### src/rtl/molecule_beat_dispatcher_pkg.sv
// Shared constants and types for the molecule beat dispatcher.
// Covers the molecule width, beat-count helpers and the serializer state encoding.
package molecule_beat_dispatcher_pkg;

  localparam int unsigned MOLECULE_W     = 256;
  localparam int unsigned DEFAULT_BEAT_W = 64;
  localparam int unsigned NUM_BEATS      = MOLECULE_W / DEFAULT_BEAT_W;

  typedef enum logic [1:0] {
    IDLE = 2'd0,
    LOAD = 2'd1,
    SEND = 2'd2
  } state_t;

  // Number of beats a molecule occupies at a given beat width.
  function automatic int unsigned beat_count(input int unsigned beat_w);
    return MOLECULE_W / beat_w;
  endfunction

  // Beat index width; a single-beat molecule still gets a one-bit index.
  function automatic int unsigned idx_width(input int unsigned n);
    return (n > 1) ? $clog2(n) : 1;
  endfunction

endpackage

### src/rtl/molecule_beat_dispatcher_fifo.sv
// Circular molecule queue with occupancy count.
// A push into a full queue is accepted only when a pop happens in the same cycle.
module molecule_fifo
  import molecule_beat_dispatcher_pkg::*;
#(
  parameter int unsigned DEPTH = 4,
  parameter int unsigned WIDTH = MOLECULE_W
) (
  input  logic                     clk,
  input  logic                     reset,
  input  logic                     push,
  input  logic [WIDTH-1:0]         push_data,
  input  logic                     pop,
  output logic [WIDTH-1:0]         head_c,
  output logic                     full_c,
  output logic                     empty_c,
  output logic                     drop_c,
  output logic [$clog2(DEPTH):0]   count
);

  localparam int unsigned PTR_W = $clog2(DEPTH);
  localparam int unsigned CNT_W = PTR_W + 1;

  logic [WIDTH-1:0] mem [DEPTH];
  logic [PTR_W-1:0] wr_ptr;
  logic [PTR_W-1:0] rd_ptr;
  logic             accept_c;
  logic             do_pop_c;

  assign full_c   = (count == CNT_W'(DEPTH));
  assign empty_c  = (count == '0);
  assign do_pop_c = pop && !empty_c;
  assign accept_c = push && (!full_c || do_pop_c);
  assign drop_c   = push && full_c && !do_pop_c;
  assign head_c   = mem[rd_ptr];

  // Storage carries no reset; validity is tracked by the pointers and count.
  always_ff @(posedge clk) begin
    if (accept_c) begin
      mem[wr_ptr] <= push_data;
    end
  end

  always_ff @(posedge clk) begin
    if (reset) begin
      wr_ptr <= '0;
      rd_ptr <= '0;
      count  <= '0;
    end else begin
      if (accept_c) begin
        wr_ptr <= wr_ptr + PTR_W'(1);
      end
      if (do_pop_c) begin
        rd_ptr <= rd_ptr + PTR_W'(1);
      end
      case ({accept_c, do_pop_c})
        2'b10:   count <= count + CNT_W'(1);
        2'b01:   count <= count - CNT_W'(1);
        default: count <= count;
      endcase
    end
  end

endmodule

### src/rtl/molecule_beat_dispatcher.sv
// Queues 256-bit molecules and serializes each into BEAT_W-wide beats, LSB beat first,
// over a valid/ready link, chaining molecules back-to-back when the queue is non-empty.
module molecule_beat_dispatcher
  import molecule_beat_dispatcher_pkg::*;
#(
  parameter int unsigned DEPTH  = 4,
  parameter int unsigned BEAT_W = DEFAULT_BEAT_W
) (
  input  logic                                       clk,
  input  logic                                       reset,
  input  logic [MOLECULE_W-1:0]                      molecule_in,
  input  logic                                       molecule_ready,
  output logic [BEAT_W-1:0]                          beat_data,
  output logic                                       beat_valid,
  input  logic                                       beat_ready,
  output logic                                       beat_last,
  output logic [idx_width(beat_count(BEAT_W))-1:0]   beat_index,
  output logic [$clog2(DEPTH):0]                     queue_count,
  output logic [7:0]                                 overflow_count,
  output logic                                       busy
);

  localparam int unsigned BEATS = beat_count(BEAT_W);
  localparam int unsigned IDX_W = idx_width(BEATS);
  localparam logic [IDX_W-1:0] LAST_IDX = IDX_W'(BEATS - 1);

  state_t                state;
  state_t                next_state;
  logic [MOLECULE_W-1:0] shreg;
  logic                  pop_c;
  logic                  load_c;
  logic                  shift_c;
  logic                  xfer_c;
  logic                  push_c;
  logic [MOLECULE_W-1:0] head_c;
  logic                  full_c;
  logic                  empty_c;
  logic                  drop_c;

  assign push_c = molecule_ready && !reset;
  assign xfer_c = beat_valid && beat_ready;

  molecule_fifo #(
    .DEPTH (DEPTH),
    .WIDTH (MOLECULE_W)
  ) u_fifo (
    .clk       (clk),
    .reset     (reset),
    .push      (push_c),
    .push_data (molecule_in),
    .pop       (pop_c),
    .head_c    (head_c),
    .full_c    (full_c),
    .empty_c   (empty_c),
    .drop_c    (drop_c),
    .count     (queue_count)
  );

  always_ff @(posedge clk) begin
    if (reset) begin
      state <= IDLE;
    end else begin
      state <= next_state;
    end
  end

  // Serializer sequencing: load pops the head, send shifts on each accepted beat.
  always_comb begin
    next_state = state;
    pop_c      = 1'b0;
    load_c     = 1'b0;
    shift_c    = 1'b0;
    case (state)
      IDLE: begin
        if (!empty_c) begin
          next_state = LOAD;
        end
      end
      LOAD: begin
        pop_c      = 1'b1;
        load_c     = 1'b1;
        next_state = SEND;
      end
      SEND: begin
        if (xfer_c) begin
          if (beat_last) begin
            if (!empty_c) begin
              pop_c  = 1'b1;
              load_c = 1'b1;
            end else begin
              next_state = IDLE;
            end
          end else begin
            shift_c = 1'b1;
          end
        end
      end
      default: next_state = IDLE;
    endcase
  end

  always_ff @(posedge clk) begin
    if (reset) begin
      shreg      <= '0;
      beat_index <= '0;
      beat_last  <= 1'b0;
      beat_valid <= 1'b0;
    end else begin
      beat_valid <= (next_state == SEND);
      if (load_c) begin
        shreg      <= head_c;
        beat_index <= '0;
        beat_last  <= (BEATS == 1);
      end else if (shift_c) begin
        shreg      <= shreg >> BEAT_W;
        beat_index <= beat_index + IDX_W'(1);
        beat_last  <= ((beat_index + IDX_W'(1)) == LAST_IDX);
      end
    end
  end

  // Dropped pushes are counted and the count sticks at its maximum.
  always_ff @(posedge clk) begin
    if (reset) begin
      overflow_count <= '0;
    end else if (drop_c && (overflow_count != 8'hFF)) begin
      overflow_count <= overflow_count + 8'd1;
    end
  end

  assign beat_data = shreg[BEAT_W-1:0];
  assign busy      = (state != IDLE) || (queue_count != '0);

endmodule

### config.mk
export PLATFORM = sky130hd
export DESIGN_NAME = molecule_beat_dispatcher
export DESIGN_NICKNAME = d
export VERILOG_FILES = /design/src/rtl/molecule_beat_dispatcher_pkg.sv /design/src/rtl/molecule_beat_dispatcher_fifo.sv /design/src/rtl/molecule_beat_dispatcher.sv
export SDC_FILE = /design/constraint.sdc
export NUM_CORES = 1
export LEC_CHECK = 0
export CORE_ASPECT_RATIO = 1.5
export CORE_UTILIZATION = 63
export DETAILED_ROUTE_END_ITERATION = 12
export GPL_TIMING_DRIVEN = 0
export PLACE_DENSITY = 0.89
export SKIP_LAST_GASP = 1
export SYNTH_ARGS = -nofsm -noshare
export SYNTH_HDL_FRONTEND = slang
export SYNTH_SLANG_ARGS = --single-unit
### constraint.sdc
create_clock -name clk -period 16 [get_ports clk]
set_clock_uncertainty 0.15 [all_clocks]
set_input_delay 3.2 -clock clk [delete_from_list [all_inputs] [get_ports clk]]
set_output_delay 3.2 -clock clk [all_outputs]
set_load 0.01 [all_outputs]
==> flow_metrics.env, run 1 <==
export IMPL_synth_area_per_cell_um2=16.92
export IMPL_die_w_um=229.5
export IMPL_io_pins=340
export IMPL_synthAdderAreaFrac_pct=0.3222
export IMPL_fp_dieH_um=343.3
export IMPL_syn2layout_area_growth_pct=18.49
export IMPL_start_util_pct=63.96
export IMPL_num_rows=124
export IMPL_outcome="complete, no violations"
export IMPL_path_max_fanout=45
export IMPL_syn_instance_count=2892
export IMPL_drt_iter0_markers=3049
export IMPL_htree_levels=3
export IMPL_multi_input_area_mm2=0.01123
export IMPL_crit_family="buffers and inverters"
export IMPL_grt_total_usage_pct=30.48
export IMPL_synth_distinct_cells=47
export IMPL_synthMuxAreaShare_pct=11.85
export IMPL_place_congestion=0.8357
export IMPL_antenna_found_initial=37
export IMPL_slew_violations=0
export IMPL_cts_buffer_depth=3
export IMPL_cp_required_ns=16.23
export IMPL_ctsResizeCount=0
export IMPL_path_cells="clkdlybuf4s50_1, and4_1, o21a_1, buf_6, buf_2, and3_4, buf_16, buf_12, buf_16, buf_16"
export IMPL_synth_top_family_by_area="multiplexers"
export IMPL_io_buffers=338
export IMPL_p_per_area_mw_per_mm2=118.5
export IMPL_slowest_stage="and3_4"
export IMPL_critPathBufInv=7
export IMPL_worst_hold_path_type="reg2reg"
export IMPL_synth_top_cells_by_count="edfxtp_1 (1,024), nand2_1 (452), dfxtp_1 (279)"
export IMPL_synth_top_area_share_pct=62.85
export IMPL_grt_max_degree=59
export IMPL_fin_crit_sh_pct=40.12
export IMPL_finalSetupViolations=0
export IMPL_ant_nets=0
export IMPL_clock_latency_ns=0.69
export IMPL_start_kind="primary input"
export IMPL_synth_xor_area_share_pct=0.08951
export IMPL_yosysWarnings=0
export IMPL_cts_tree="done"
export IMPL_arrival_ns=6.65
export IMPL_slew_headroom_pct=15.54
export IMPL_vias=28206
export IMPL_finalNetCount=3634
export IMPL_coreArea_mm2=0.07649
export IMPL_period_needed_ns=6.420
export IMPL_gr_total_overflow=0
export IMPL_fin_ws_ns=9.580
export IMPL_viasPerCell=6.281
export IMPL_critical_path_class="in2reg"
export IMPL_synthesis_area_mm2=0.04893
export IMPL_regToRegSetupSlack_ns=11.89
export IMPL_yosysSeqAreaShare_pct=74.27
export IMPL_synth_area_leaders="edfxtp_1 (63%), mux4_2 (12%), dfxtp_1 (11%), nand2_1 (3.5%), a311oi_1 (3.4%)"
export IMPL_synth_edf_count=1024
export IMPL_yosysMostFrequentCell="edfxtp_1"
export IMPL_drcViolationCount=0
export IMPL_slowest_delay_ns=0.69
export IMPL_p_total_mw=6.871
export IMPL_grt_pass1_vias=29144
export IMPL_holdBufCountCts=0
export IMPL_cts_clk_slew_worst_paths_ns=0.07
export IMPL_die_area_mm2=0.07880
export IMPL_wl_um=118800
export IMPL_ir_drop_mv=0.1033
export IMPL_cellLeakagePower_nw=17.95
export IMPL_avgRoutedWirePerCell_um=26.46
export IMPL_fmax_mhz=155.8
export IMPL_hpwl_um=80510
export IMPL_first_pass_iters=6
export IMPL_ys_flop_type="edfxtp_1"
export IMPL_cts_root_buf="clkbuf_16"
export IMPL_fillers=4154
export IMPL_post_cts_buffers=0
export IMPL_ys_ff_latch=1303
export IMPL_synthSimpleGateAreaFrac_pct=6.112
export IMPL_pre_cts_slack_ns=8.905
export IMPL_rsz0062_at_grt="false"
export IMPL_synthArstFlopShare_pct=0
export IMPL_seqCellArea_mm2=0.03633
export IMPL_drv_cap=0
export IMPL_cts_buffers=110
export IMPL_crit_top_cell="buf_16"
export IMPL_synth_compound_area_share_pct=4.532
export IMPL_layout_drive_gt1_share_pct=17.37
export IMPL_syn_nets=3164
export IMPL_cts_sinks=1303
export IMPL_yosysTopAreaCell="edfxtp_1"
export IMPL_hold_viol_final=0
export IMPL_setup_tns_ns=0
export IMPL_worst_pin_slew_ns=1.267
export IMPL_hold_slack_ns=0.3203
export IMPL_grt_pass1_wl_um=176400
export IMPL_endpoint_kind="register"
## per-stage QoR
stage | std cells | cell area [um2] | util [%]
finish | 4491 | 57970 | 75.79
global route | 4485 | 57960 | 75.77
CTS | 4468 | 57910 | 75.72
detailed placement | 4258 | 54100 | 70.73
global placement | 4238 | 53570 | 70.04
floorplan | 2892 | 48930 | -
## layer usage
metal | up-vias | routed length (um) | GRT usage [%]
met2 | 1593 | 60770 | 51.90
met3 | 277 | 11300 | 6.573
met1 | 14097 | 41920 | 37.90
met5 | - | 241 | 0
li1 | 12201 | - | -
met4 | 38 | 4612 | 13.36
## layout by cell type (no fill, tap or decap), types with 12 or more instances in the layout
cell,instances
a21oi_1,71
a311oi_1,192
buf_16,15
buf_2,65
buf_4,71
bufinv_16,17
clkbuf_1,137
clkbuf_16,114
clkdlybuf4s50_1,338
clkinv_1,16
clkinv_2,26
clkinvlp_4,12
dfxtp_1,279
diode_2,23
edfxtp_1,1024
inv_1,12
mux4_2,256
nand2_1,452
nand3_1,73
nor2_1,203
## power breakdown
group,internal (mW),leakage [nW],switching (mW),total (mW)
sequential,3.73,11.5,0.0279,3.76
clock,1.60,1.84,1.20,2.80
combinational,0.146,4.56,0.163,0.309
## worst paths after layout
| check | start | to | cells past startpoint |
|---|---|---|---|
| worst max register to register | state[0]$_SDFF_PP0_ | u_fifo.mem[3][15]$_DFFE_PP_ | 11 |
| worst min register to register | shreg[222]$_SDFFE_PP0P_ | shreg[222]$_SDFFE_PP0P_ | 2 |
| worst min-delay path | shreg[222]$_SDFFE_PP0P_ | shreg[222]$_SDFFE_PP0P_ | 2 |
| worst max-delay path | beat_ready | u_fifo.mem[3][15]$_DFFE_PP_ | 10 |
## registers in the layout, indices dropped and copies added (netlist names), named ones only
| name | count |
|---|---|
| beat_index | 2 |
| beat_last | 1 |
| beat_valid | 1 |
| overflow_count | 8 |
| shreg | 256 |
| state | 2 |
| u_fifo.count | 3 |
| u_fifo.mem | 1024 |
| u_fifo.rd_ptr | 2 |
| u_fifo.wr_ptr | 2 |
## final cells by class
class	count	area share (%)
Antenna cell	23	0.09928
Buffer	262	2.309
Clock buffer	133	5.113
Clock inverter	77	1.461
Inverter	12	0.07770
Multi-Input combinational cell	1315	19.37
Sequential cell	1303	62.68
Tap cell	1008	2.176
Timing Repair Buffer	358	6.721
## worst reg2reg max path: cells and delay by family, from the launching register on
kind | cells | cell delay (ns)
AOI/OAI and AO/OA | 1 | 0.19
adders and majority gates | 1 | 0.38
buffers and inverters | 7 | 1.75
DFF | 1 | 0.39
and+or+nand+nor | 2 | 0.87
## cell families after synthesis
family | Yosys count
buffers and inverters | 274
xor gates and xnor gates | 5
DFF | 1303
AOI/OAI and AO/OA | 286
muxes | 259
and+or+nand+nor | 753
adders and majority gates | 12
No activity file was read; power rests on OpenSTA's default activity.
==> run 2: changes to the inputs <==
--- a/config.mk
+++ b/config.mk
@@ -6,10 +6,10 @@
 export NUM_CORES = 1
 export LEC_CHECK = 0
 export CORE_ASPECT_RATIO = 1.5
-export CORE_UTILIZATION = 63
+export CORE_UTILIZATION = 58
 export DETAILED_ROUTE_END_ITERATION = 12
 export GPL_TIMING_DRIVEN = 0
-export PLACE_DENSITY = 0.89
+export PLACE_DENSITY = 0.83
 export SKIP_LAST_GASP = 1
 export SYNTH_ARGS = -nofsm -noshare
 export SYNTH_HDL_FRONTEND = slang
==> constraint.sdc (replaced) <==
create_clock -name clk -period 6.45 [get_ports clk]
set_clock_uncertainty 0.15 [all_clocks]
set_input_delay 1.29 -clock clk [delete_from_list [all_inputs] [get_ports clk]]
set_output_delay 1.29 -clock clk [all_outputs]
set_load 0.01 [all_outputs]
==> run 2 against run 1 <==
  * Cell count increased by 2.4%
  * Combinational power grew 150%
  * Critical path depth fell by 1
  * Global-route usage fell by 3.2 points
  * Sequential share of layout area barely moved
  * Routed wire length fell by 3.7%
  * Hold slack got worse by 0.0016 ns
  * Register-to-register slack got worse by 9.2 ns
==> flow_metrics.env, run 2 (synthesized netlist as in run 1, its figures left out) <==
export IMPL_drv_cap=0
export IMPL_finalSetupViolations=0
export IMPL_switching_power_mw=3.433
export IMPL_critPathBufInv=6
export IMPL_cp_required_ns=6.67
export IMPL_cts_buffer_depth=3
export IMPL_hold_slack_ns=0.3187
export IMPL_grt_max_degree=56
export IMPL_slew_headroom_pct=15.32
export IMPL_setup_tns_ns=0
export IMPL_die_w_um=239.1
export IMPL_grt_total_usage_pct=27.24
export IMPL_cellLeakagePower_nw=17.95
export IMPL_clock_latency_ns=0.71
export IMPL_ir_drop_mv=0.2578
export IMPL_pwr_share_comb_pct=4.5
export IMPL_p_clk_share_pct=40.0
export IMPL_cts_sinks=1303
export IMPL_crit_family="buffers and inverters"
export IMPL_layout_commonest_cell="edfxtp_1"
export IMPL_cts_clk_slew_worst_paths_ns=0.06
export IMPL_io_pins=340
export IMPL_fp_dieH_um=357.7
export IMPL_vias=27319
export IMPL_path_max_fanout=55
export IMPL_p_total_mw=16.81
export IMPL_power_switching_share_pct=20.43
export IMPL_holdBufCountCts=0
export IMPL_finalNetCount=3635
export IMPL_coreArea_mm2=0.08361
export IMPL_cts_root_buf="clkbuf_16"
export IMPL_rsz0062_at_grt="false"
export IMPL_crit_top_cell="buf_16"
export IMPL_arrival_ns=4.34
export IMPL_regToRegSetupSlack_ns=2.70
export IMPL_slowest_delay_ns=0.63
export IMPL_r2r_end="u_fifo.mem[2][20]$_DFFE_PP_"
export IMPL_min_delay_start="shreg[234]$_SDFFE_PP0P_"
export IMPL_fin_ws_ns=2.325
export IMPL_syn2layout_area_growth_pct=18.58
export IMPL_grt_pass1_vias=28061
export IMPL_slew_violations=0
export IMPL_layout_drive_gt1_share_pct=17.16
export IMPL_fmax_mhz=242.4
export IMPL_slowest_stage="and3_4"
export IMPL_reg2regPathDepth=10
export IMPL_outcome="complete, no violations"
export IMPL_ctsResizeCount=0
export IMPL_drt_iter0_markers=2454
export IMPL_worst_hold_path_type="reg2reg"
export IMPL_avgRoutedWirePerCell_um=24.89
export IMPL_hold_path_end="shreg[234]$_SDFFE_PP0P_"
export IMPL_final_cell_mix="edfxtp_1 (1,024), nand2_1 (452), clkdlybuf4s50_1 (338)"
export IMPL_critical_path_class="in2reg"
export IMPL_wl_um=114500
export IMPL_regMostFlops="u_fifo.mem"
export IMPL_cts_tree="done"
export IMPL_antenna_found_initial=28
export IMPL_cts_buffers=111
export IMPL_num_rows=130
export IMPL_htree_levels=3
export IMPL_ant_nets=0
export IMPL_fillers=5368
export IMPL_gr_total_overflow=0
export IMPL_place_congestion=0.8251
export IMPL_hold_viol_final=0
export IMPL_hpwl_um=78690
export IMPL_io_buffers=338
export IMPL_post_cts_buffers=0
export IMPL_endpoint_kind="register"
export IMPL_worst_pin_slew_ns=1.270
export IMPL_die_area_mm2=0.08554
export IMPL_largest_register_ff_count=1024
export IMPL_internal_power_mw=13.37
export IMPL_reg_top3="u_fifo.mem x1024, shreg x256, overflow_count x8"
export IMPL_pre_cts_slack_ns=1.606
export IMPL_drcViolationCount=0
export IMPL_start_util_pct=58.52
export IMPL_p_seq_share_pct=55.5
export IMPL_period_needed_ns=4.125
export IMPL_viasPerCell=5.939
export IMPL_reg2reg_from="state[0]$_SDFF_PP0_"
export IMPL_grt_pass1_wl_um=171200
export IMPL_p_per_area_mw_per_mm2=289.7
export IMPL_path_cells="clkdlybuf4s50_1, and4_1, o21a_1, buf_6, buf_2, and3_4, buf_16, buf_16, buf_16"
export IMPL_final_core_util_pct=69.39
export IMPL_start_kind="primary input"
export IMPL_worstHoldPathCells=2
export IMPL_fin_crit_sh_pct=63.95
export IMPL_first_pass_iters=5
run 2: changes by cell type in the layout (fill, tap and decap cells not counted), sizes merged:
| cell | previous run | this run |
|---|---|---|
| bufinv | 17 | 11 |
| clkbuf | 255 | 262 |
| clkinv | 45 | 54 |
| clkinvlp | 13 | 2 |
| diode | 23 | 16 |
| inv | 14 | 17 |
run 2: worst max path at each step:
stage          cells past startpoint                          end       start  slack [ns]
4_1_cts                            9  u_fifo.mem[2][13]$_DFFE_PP_  beat_ready        2.34
3_5_place_dp                       9  u_fifo.mem[2][13]$_DFFE_PP_  beat_ready        1.61
5_1_grt                            9  u_fifo.mem[2][20]$_DFFE_PP_  beat_ready        2.21
6_report                           9  u_fifo.mem[2][20]$_DFFE_PP_  beat_ready        2.33
3_3_place_gp                       6  u_fifo.mem[1][13]$_DFFE_PP_  beat_ready       -2.28
2_1_floorplan                      5   u_fifo.mem[0][0]$_DFFE_PP_  beat_ready        0.83
run 2: worst reg2reg max path, stage by stage (launching register included):
cell,delay (ns)
dfxtp_1,0.38
inv_1,0.11
ha_1,0.39
or4b_1,0.16
o21a_1,0.17
buf_6,0.14
buf_2,0.22
and3_4,0.64
buf_16,0.33
buf_16,0.31
buf_16,0.35
run 2: final cells by class:
| class | count | area, um2 | area share [%] |
|---|---|---|---|
| clock inverters | 72 | 693.2 | 1.195 |
| diodes | 16 | 40.04 | 0.06901 |
| repair buffers | 358 | 3934 | 6.781 |
| well taps | 1122 | 1404 | 2.420 |
| multi-input cells | 1315 | 11230 | 19.35 |
| flip-flops and latches | 1303 | 36330 | 62.63 |
| clock buffers | 140 | 2998 | 5.167 |
| plain buffers | 262 | 1339 | 2.308 |
| inverters | 12 | 45.04 | 0.07764 |
run 2: per-layer routing:
layer	vias up	global-route usage (%)	wire [um]
li1	12160	-	-
met1	13810	35.57	44420
met2	1136	45.53	57680
met3	189	4.980	8753
met4	24	10.90	3493
met5	-	0	132
run 2: power by group through the flow:
stage	combinational, mW	clock, mW	sequential (mW)
6_report	0.760	6.72	9.33
5_1_grt	0.812	7.13	9.34
4_1_cts	0.764	6.81	9.32
3_5_place_dp	0.757	0	9.51
3_3_place_gp	0.709	0	9.53
2_1_floorplan	0.344	0	9.50
run 2: per-stage QoR:
stage | instances | area, um2
after floorplan | 2892 | 48930
after global placement | 4352 | 53720
after CTS | 4584 | 57970
after global routing | 4595 | 58000
after detailed placement | 4372 | 54280
final | 4600 | 58010
